File: src/rtl/cc_pkg.sv
// Shared cache-controller types: hit-line geometry and the hit-data FIFO entry layout.
package cc_pkg;

  localparam int CC_BEAT_WIDTH      = 64;
  localparam int CC_LINE_BEATS      = 8;
  localparam int CC_OFFSET_WIDTH    = 6;
  localparam int CC_HIT_ENTRY_WIDTH = CC_LINE_BEATS * CC_BEAT_WIDTH + CC_OFFSET_WIDTH;

  typedef logic [CC_LINE_BEATS*CC_BEAT_WIDTH-1:0] cc_line_t;
  typedef logic [CC_OFFSET_WIDTH-1:0]             cc_offset_t;
  typedef logic [$clog2(CC_LINE_BEATS)-1:0]       cc_beat_idx_t;

  typedef struct packed {
    cc_offset_t offset;
    cc_line_t   line;
  } cc_hit_entry_t;

endpackage

File: src/rtl/cc_hit_line_serializer.sv
// Serializes one popped hit-line entry into a critical-word-first, wrapping burst of
// LINE_BEATS beats, back-to-back across lines when the FIFO has more data.
module cc_hit_line_serializer
  import cc_pkg::*;
#(
  parameter  int BEAT_WIDTH   = CC_BEAT_WIDTH,
  parameter  int LINE_BEATS   = CC_LINE_BEATS,
  parameter  int OFFSET_WIDTH = CC_OFFSET_WIDTH,
  localparam int ENTRY_WIDTH  = LINE_BEATS * BEAT_WIDTH + OFFSET_WIDTH
) (
  input  logic                   clk,
  input  logic                   rst,
  input  logic                   fifo_empty_i,
  input  logic [ENTRY_WIDTH-1:0] fifo_rdata_i,
  output logic                   fifo_rden_o,
  output logic [BEAT_WIDTH-1:0]  rdata_o,
  output logic                   rlast_o,
  output logic                   rvalid_o,
  input  logic                   rready_i
);

  localparam int LINE_W = LINE_BEATS * BEAT_WIDTH;
  localparam int PTR_W  = $clog2(LINE_BEATS);
  localparam int BYTE_W = $clog2(BEAT_WIDTH / 8);

  typedef enum logic {IDLE, SEND} state_t;

  state_t                                 state;
  logic [LINE_BEATS-1:0][BEAT_WIDTH-1:0]  line_q;
  logic [PTR_W-1:0]                       ptr;
  logic [PTR_W-1:0]                       cnt;

  logic [OFFSET_WIDTH-1:0] in_off;
  logic [PTR_W-1:0]        in_ptr;
  logic                    last, hs, pop;
  logic                    unused_byte_off;

  // Byte-within-beat offset bits are dropped: bursts always start beat-aligned.
  assign in_off          = fifo_rdata_i[ENTRY_WIDTH-1 -: OFFSET_WIDTH];
  assign in_ptr          = in_off[BYTE_W +: PTR_W];
  assign unused_byte_off = ^in_off[BYTE_W-1:0];

  assign last = (cnt == PTR_W'(LINE_BEATS - 1));
  assign hs   = (state == SEND) && rready_i;
  // A pop either starts a burst from IDLE or chains the next line onto the last beat.
  assign pop  = !rst && !fifo_empty_i && ((state == IDLE) || (hs && last));

  assign fifo_rden_o = pop;
  assign rvalid_o    = (state == SEND);
  assign rlast_o     = rvalid_o && last;
  assign rdata_o     = rvalid_o ? line_q[ptr] : '0;

  always_ff @(posedge clk or posedge rst) begin
    if (rst) begin
      state  <= IDLE;
      line_q <= '0;
      ptr    <= '0;
      cnt    <= '0;
    end else begin
      case (state)
        IDLE: begin
          if (pop) begin
            line_q <= fifo_rdata_i[LINE_W-1:0];
            ptr    <= in_ptr;
            cnt    <= '0;
            state  <= SEND;
          end
        end
        SEND: begin
          if (hs) begin
            if (!last) begin
              ptr <= ptr + 1'b1;
              cnt <= cnt + 1'b1;
            end else if (pop) begin
              line_q <= fifo_rdata_i[LINE_W-1:0];
              ptr    <= in_ptr;
              cnt    <= '0;
            end else begin
              cnt   <= '0;
              state <= IDLE;
            end
          end
        end
        default: state <= IDLE;
      endcase
    end
  end

endmodule

File: config.mk
export PLATFORM = sky130hd
export DESIGN_NAME = cc_hit_line_serializer
export DESIGN_NICKNAME = d
export VERILOG_FILES = /design/src/rtl/cc_pkg.sv /design/src/rtl/cc_hit_line_serializer.sv
export SDC_FILE = /design/constraint.sdc
export NUM_CORES = 1
export LEC_CHECK = 0
export ABC_AREA = 1
export BUFFER_PORTS_ARGS = -buffer_cell sky130_fd_sc_hd__buf_2
export CELL_PAD_IN_SITES_DETAIL_PLACEMENT = 1
export CELL_PAD_IN_SITES_GLOBAL_PLACEMENT = 1
export CORE_UTILIZATION = 42
export DETAILED_ROUTE_END_ITERATION = 10
export MAX_ROUTING_LAYER = met4
export PLACE_DENSITY_LB_ADDON = 0.1
export RECOVER_POWER = 50
export SLEW_MARGIN = 5
export SYNTH_ARGS = -nofsm -noshare
export SYNTH_HDL_FRONTEND = slang
export SYNTH_SLANG_ARGS = --single-unit
File: constraint.sdc
create_clock -name clk -period 33.8 [get_ports clk]
set_clock_uncertainty 0.15 [all_clocks]
set_input_delay 6.76 -clock clk [delete_from_list [all_inputs] [get_ports clk]]
set_output_delay 6.76 -clock clk [all_outputs]
set_load 0.02 [all_outputs]
==> flow_summary.json, run 1 <==
{
  "status": "finished, violations left",
  "violations": "max-capacitance violations, max-slew violations",
  "hp-start": "line_q[494]",
  "wl_per_cell_um": 20.47,
  "hold_viol": 0,
  "synth_nets": 3773,
  "root_buffer": "clkbuf_16",
  "synth_seq_cells": 519,
  "r2r_cells": 6,
  "critPathKind": "in2async",
  "clkLatencyLatePin_ns": 0.62,
  "fmax_mhz": 48.34,
  "cp-start-kind": "input port",
  "synth_area_um2": 24510,
  "hold_depth": 2,
  "min_period_over_period": 0.6121,
  "cts.sinks": 519,
  "timing.rr.end": "line_q[346]",
  "grt_max_degree": 257,
  "drt-met1-wl_mm": 36.15,
  "crit_fanout": 180,
  "fillCellCount": 7451,
  "overflow": 0,
  "ant_nets": 0,
  "postSynthCellCount": 3248,
  "clock_path_buffers": 3,
  "drt_iter0_markers": 1436,
  "post-route-min-period_ns": 20.69,
  "die_y_um": 243.6,
  "drc": 0,
  "drv_cap": 4,
  "tritoncts": "done",
  "first_global_vias": 24481,
  "rsz0062_at_grt": "false",
  "area_growth_pct": 19.77,
  "dp_hpwl_mm": 62.26,
  "cp_cell_sequence": "clkbuf_1 > clkinvlp_2 > clkbuf_1",
  "wl_mm": 93.63,
  "clk_pin_slew_ns": 0.06,
  "vdd_drop_max_mv": 0.04486,
  "wl_met3_mm": 5.226,
  "powerDensity_nw_per_um2": 95.08,
  "yosysWarnings": 0,
  "die-area_um2": 59340,
  "power.leakage_nw": 16.23,
  "fp.coreArea_um2": 57700,
  "grt.total_usage": 0.3186,
  "end_kind": "async pin",
  "die_x_um": 243.6,
  "final_nets": 4218,
  "hold_class": "reg2reg",
  "drv_slew": 644,
  "tns_ns": 0,
  "cts_max_level": 2,
  "reg2reg_slack_ns": 22.94,
  "holdPathEnd": "line_q[494]",
  "finalNonFillerCells": 4573,
  "vias": 23417,
  "ys_seq_area_frac": 0.5298,
  "seq_area_um2": 13000,
  "met2_length_mm": 47.71,
  "rows": 88,
  "crit_path_frequent_cell": "clkbuf_1",
  "cts-resized-gates": 0,
  "tightestPinTransition_ns": 10.38,
  "start_util": 0.4249,
  "relSlewSlack": -5.922,
  "grt_pass1_wl_mm": 141.0,
  "drt-pass1-iter-count": 5,
  "r2r_start": "rvalid_o",
  "postCtsSetupRepairBufs": 0,
  "syn_avg_cell_area_um2": 7.548,
  "setup_violations": 0,
  "slowest_delay_ns": 7.14,
  "ys_types": 26,
  "avgViaCountPerCell": 5.121,
  "dp.cells": 4398,
  "cts_hold_buf": 0,
  "top_layer": "met4",
  "cp_slowest_cell": "clkbuf_1",
  "portBuffers": 585,
  "cts_buffers": 58,
  "antenna_found_initial": 61,
  "io_pins": 589,
  "critPathRequiredTime_ns": 30.41,
  "drive_gt1_frac": 0.1858,
  "cp.arrival_ns": 17.30,
  "place_congestion": 0.9430,
  "multi_input_area_um2": 9854
}
[layer usage]
layer / track usage / vias to the layer above
met2: 0.5375 / 571
li1: - / 11109
met4: 0.1656 / 0
met5: - / -
met3: 0.06819 / 163
met1: 0.3540 / 11574
[final cells by class]
cell class / instances / share of cell area
multi-input combinational: 2392 / 0.3356
clock inverter: 13 / 0.004773
antenna: 73 / 0.006221
sequential: 519 / 0.4428
timing repair buffer: 605 / 0.1048
tap: 765 / 0.03260
clock buffer: 89 / 0.05795
inverter: 117 / 0.01526
[metrics by stage]
stage	util	power [mW]	hold WS (ns)	setup slack, ns	area [µm²]
2_1_floorplan	-	1.723	0.2936	12.39	24510
3_3_place_gp	0.4746	2.116	0.3060	19.10	27380
3_5_place_dp	0.4746	2.163	0.3104	19.10	27380
4_1_cts	0.5065	2.807	0.3265	19.11	29230
5_1_grt	0.5084	2.972	0.3404	10.26	29330
6_report	0.5089	2.792	0.3228	13.11	29360
[report_power, final]
part	switching [mW]	leakage [nW]	internal [mW]
combinational	0.804	8.74	0.356
clock	0.261	0.909	0.366
sequential	0.143	6.58	0.862
[sequential cells by signal (all words and copies together), names as in the netlist]
name,cells
line_q,512
cnt,3
ptr,3
rvalid_o,1
[placed cells by master (no fill, tap or decap), types with 2 or more instances in the layout]
| cell | count |
|---|---|
| a21oi_1 | 131 |
| buf_2 | 584 |
| buf_4 | 16 |
| bufinv_16 | 3 |
| clkbuf_1 | 25 |
| clkbuf_16 | 61 |
| clkbuf_8 | 7 |
| clkinv_2 | 10 |
| dfrtp_1 | 515 |
| dfrtp_4 | 3 |
| diode_2 | 73 |
| ha_1 | 3 |
| inv_1 | 113 |
| nand2_1 | 1633 |
| nand2_4 | 2 |
| nand3_1 | 69 |
| nor2_1 | 185 |
| o211ai_1 | 39 |
| o21ai_0 | 307 |
| o21ai_1 | 18 |
[worst max path at each step]
stage                     start           to  slack (ns)
after floorplan             rst       cnt[0]       12.39
after global placement      rst  fifo_rden_o       19.10
after detailed placement    rst  fifo_rden_o       19.10
after global routing        rst       ptr[1]       10.26
final                       rst       ptr[1]       13.11
after CTS                   rst  fifo_rden_o       19.11
[logic make-up after synthesis]
logic type | synth area share
AND/OR/NAND/NOR | 0.2946
flip-flops | 0.5298
AO/OA/AOI/OAI | 0.1057
buffers and inverters | 0.06844
adder cells (fa/ha/maj) | 0.001531
[critical path: cells and delay by family]
kind / cells / cell delay (ns)
buffers and inverters: 3 / 10.33
[synthesized netlist by cell type]
cell type	number	area share
inv_1	114	0.017
buf_2	62	0.013
nand4_1	1	0.00026
o211ai_1	39	0.012
clkbuf_1	98	0.015
a21boi_0	1	0.00031
nand3_2	1	0.00041
a21oi_1	131	0.027
ha_1	3	0.0015
dfrtp_1	519	0.53
nand2_4	2	0.00092
nor2_2	1	0.00026
o21ai_1	18	0.0037
nor2_4	1	0.00046
buf_8	1	0.00061
nand3_1	69	0.014
buf_4	14	0.0043
clkinv_1	1	0.00015
buf_1	8	0.0012
clkbuf_2	1	0.00020
inv_2	2	0.00031
nor2_1	184	0.028
o21a_1	1	0.00031
o21ai_0	307	0.063
buf_6	36	0.017
nand2_1	1633	0.25
Power figures use the tool's default switching activity.
==> inputs of run 2 (changes only) <==
--- a/config.mk
+++ b/config.mk
@@ -9,7 +9,7 @@
 export BUFFER_PORTS_ARGS = -buffer_cell sky130_fd_sc_hd__buf_2
 export CELL_PAD_IN_SITES_DETAIL_PLACEMENT = 1
 export CELL_PAD_IN_SITES_GLOBAL_PLACEMENT = 1
-export CORE_UTILIZATION = 42
+export CORE_UTILIZATION = 39
 export DETAILED_ROUTE_END_ITERATION = 10
 export MAX_ROUTING_LAYER = met4
 export PLACE_DENSITY_LB_ADDON = 0.1
==> constraint.sdc (replaced) <==
create_clock -name clk -period 19.5 [get_ports clk]
set_clock_uncertainty 0.15 [all_clocks]
set_input_delay 3.9 -clock clk [delete_from_list [all_inputs] [get_ports clk]]
set_output_delay 3.9 -clock clk [all_outputs]
set_load 0.02 [all_outputs]
==> flow_summary.json, run 2 (same netlist as run 1, synthesis figures left out) <==
{
  "status": "finished, violations left",
  "violations": "max-capacitance violations, max-slew violations",
  "vdd_drop_max_mv": 0.1108,
  "drv_slew": 638,
  "crit_fanout": 177,
  "area_growth_pct": 20.55,
  "die_x_um": 252.7,
  "place_area_um2": 27490,
  "p_comb_frac": 0.411,
  "power.leakage_nw": 16.28,
  "rows": 91,
  "grt_pass1_wl_mm": 142.9,
  "drt_iter0_markers": 1682,
  "drv_cap": 6,
  "cts_max_level": 2,
  "start_util": 0.3958,
  "io_pins": 589,
  "vias": 23295,
  "fmax_mhz": 82.00,
  "final_area_um2": 29550,
  "min_period_over_period": 0.6254,
  "root_buffer": "clkbuf_16",
  "setup_violations": 0,
  "tightestPinTransition_ns": 8.341,
  "hold_viol": 0,
  "clkLatencyLatePin_ns": 0.61,
  "end_kind": "flop",
  "clk_pin_slew_ns": 0.06,
  "final_nets": 4218,
  "drc": 0,
  "rsz0062_at_grt": "false",
  "postCtsSetupRepairBufs": 0,
  "first_global_vias": 24723,
  "ant_nets": 0,
  "avgViaCountPerCell": 5.016,
  "drt-pass1-iter-count": 5,
  "multi_input_area_um2": 9827,
  "cp-start-kind": "input port",
  "tns_ns": 0,
  "cp.arrival_ns": 12.57,
  "cts-resized-gates": 0,
  "max_flop_register": "line_q",
  "clock_path_buffers": 3,
  "p_sw_frac": 0.4290,
  "tritoncts": "done",
  "wl_per_cell_um": 20.37,
  "place_congestion": 0.8759,
  "p_sw_mw": 2.094,
  "die-area_um2": 63860,
  "drive_gt1_frac": 0.1875,
  "fp.coreArea_um2": 61940,
  "hold_class": "reg2reg",
  "dp_hpwl_mm": 63.14,
  "internal_power_mw": 2.788,
  "portBuffers": 585,
  "critPathKind": "in2reg",
  "power_frac_clock": 0.234,
  "final_cell_mix": "nand2_1 (1634), buf_2 (583), dfrtp_1 (515), o21ai_0 (307), nor2_1 (186)",
  "cts_hold_buf": 0,
  "grt.total_usage": 0.3022,
  "top_regs": "line_q (512), cnt (3), ptr (3)",
  "grt_max_degree": 216,
  "wl_mm": 94.61,
  "antenna_found_initial": 68,
  "cts_buffers": 58,
  "post-route-min-period_ns": 12.20,
  "critPathRequiredTime_ns": 19.87,
  "powerDensity_nw_per_um2": 165.2,
  "fillCellCount": 7918,
  "seq_area_um2": 13000,
  "final_common_cell": "nand2_1",
  "die_y_um": 252.7,
  "largest_reg_flops": 512,
  "overflow": 0,
  "cts.sinks": 519,
  "seq_power_share": 0.355,
  "relSlewSlack": -4.560,
  "reg2reg_slack_ns": 9.45
}
[run 2: cell types whose count changed in the layout (fill, tap and decap cells not counted), sizes merged]
cell / delta
buf: -2
bufinv: +3
clkbuf: -6
clkinvlp: +3
inv: +1
[run 2: critical path: stages]
cell      delay [ns]
clkbuf_1        0.11
inv_1           0.06
nand2_1         0.16
nand3_1         1.54
clkbuf_1        5.89
nand2_1         0.38
nand2_1         0.32
[run 2: area by class of cell]
cell class                 count  share of cell area
antenna                       73            0.006181
clock inverter                20            0.008848
sequential                   519              0.4399
multi-input combinational   2392              0.3325
timing repair buffer         605              0.1048
clock buffer                  81             0.05716
inverter                     117             0.01516
tap                          837             0.03544
[run 2: path summary, 6_finish.rpt]
check / startpoint / endpoint / cells after the start
max: rready_i / line_q[25] / 7
min: line_q[308] / line_q[308] / 2
max reg2reg: rvalid_o / line_q[25] / 5
min reg2reg: line_q[308] / line_q[308] / 2
max in group asynchronous: rst / line_q[117] / 3
min in group asynchronous: rst / line_q[452] / 2
[run 2: power by group through the flow]
stage                     clock network [mW]  logic [mW]  registers, mW
after floorplan                            0        1.34           1.65
after global placement                     0        1.97           1.72
after detailed placement                   0        2.02           1.75
after CTS                               1.17        2.03           1.73
after global routing                    1.20        2.23           1.78
final                                   1.14        2.01           1.73
[run 2: per-stage QoR]
step	instances	hold WS (ns)	setup WS, ns	total power [mW]	utilization
CTS	4571	0.3267	10.42	4.931	0.4753
global route	4635	0.3337	6.403	5.216	0.4768
floorplan	3248	0.2936	0.9517	2.986	-
detailed placement	4470	0.3104	10.43	3.761	0.4438
global placement	4470	0.3056	10.45	3.687	0.4438
finish	4644	0.3238	7.305	4.882	0.4771
[run 2: layer usage]
| metal | track usage | wire (µm) | share of wire | up-vias |
|---|---|---|---|---|
| li1 | - | - | - | 11108 |
| met5 | - | 0 | 0 | - |
| met1 | 0.3415 | 36580 | 0.39 | 11507 |
| met2 | 0.5150 | 48880 | 0.52 | 527 |
| met3 | 0.06385 | 5425 | 0.057 | 153 |
| met4 | 0.1314 | 3731 | 0.039 | 0 |
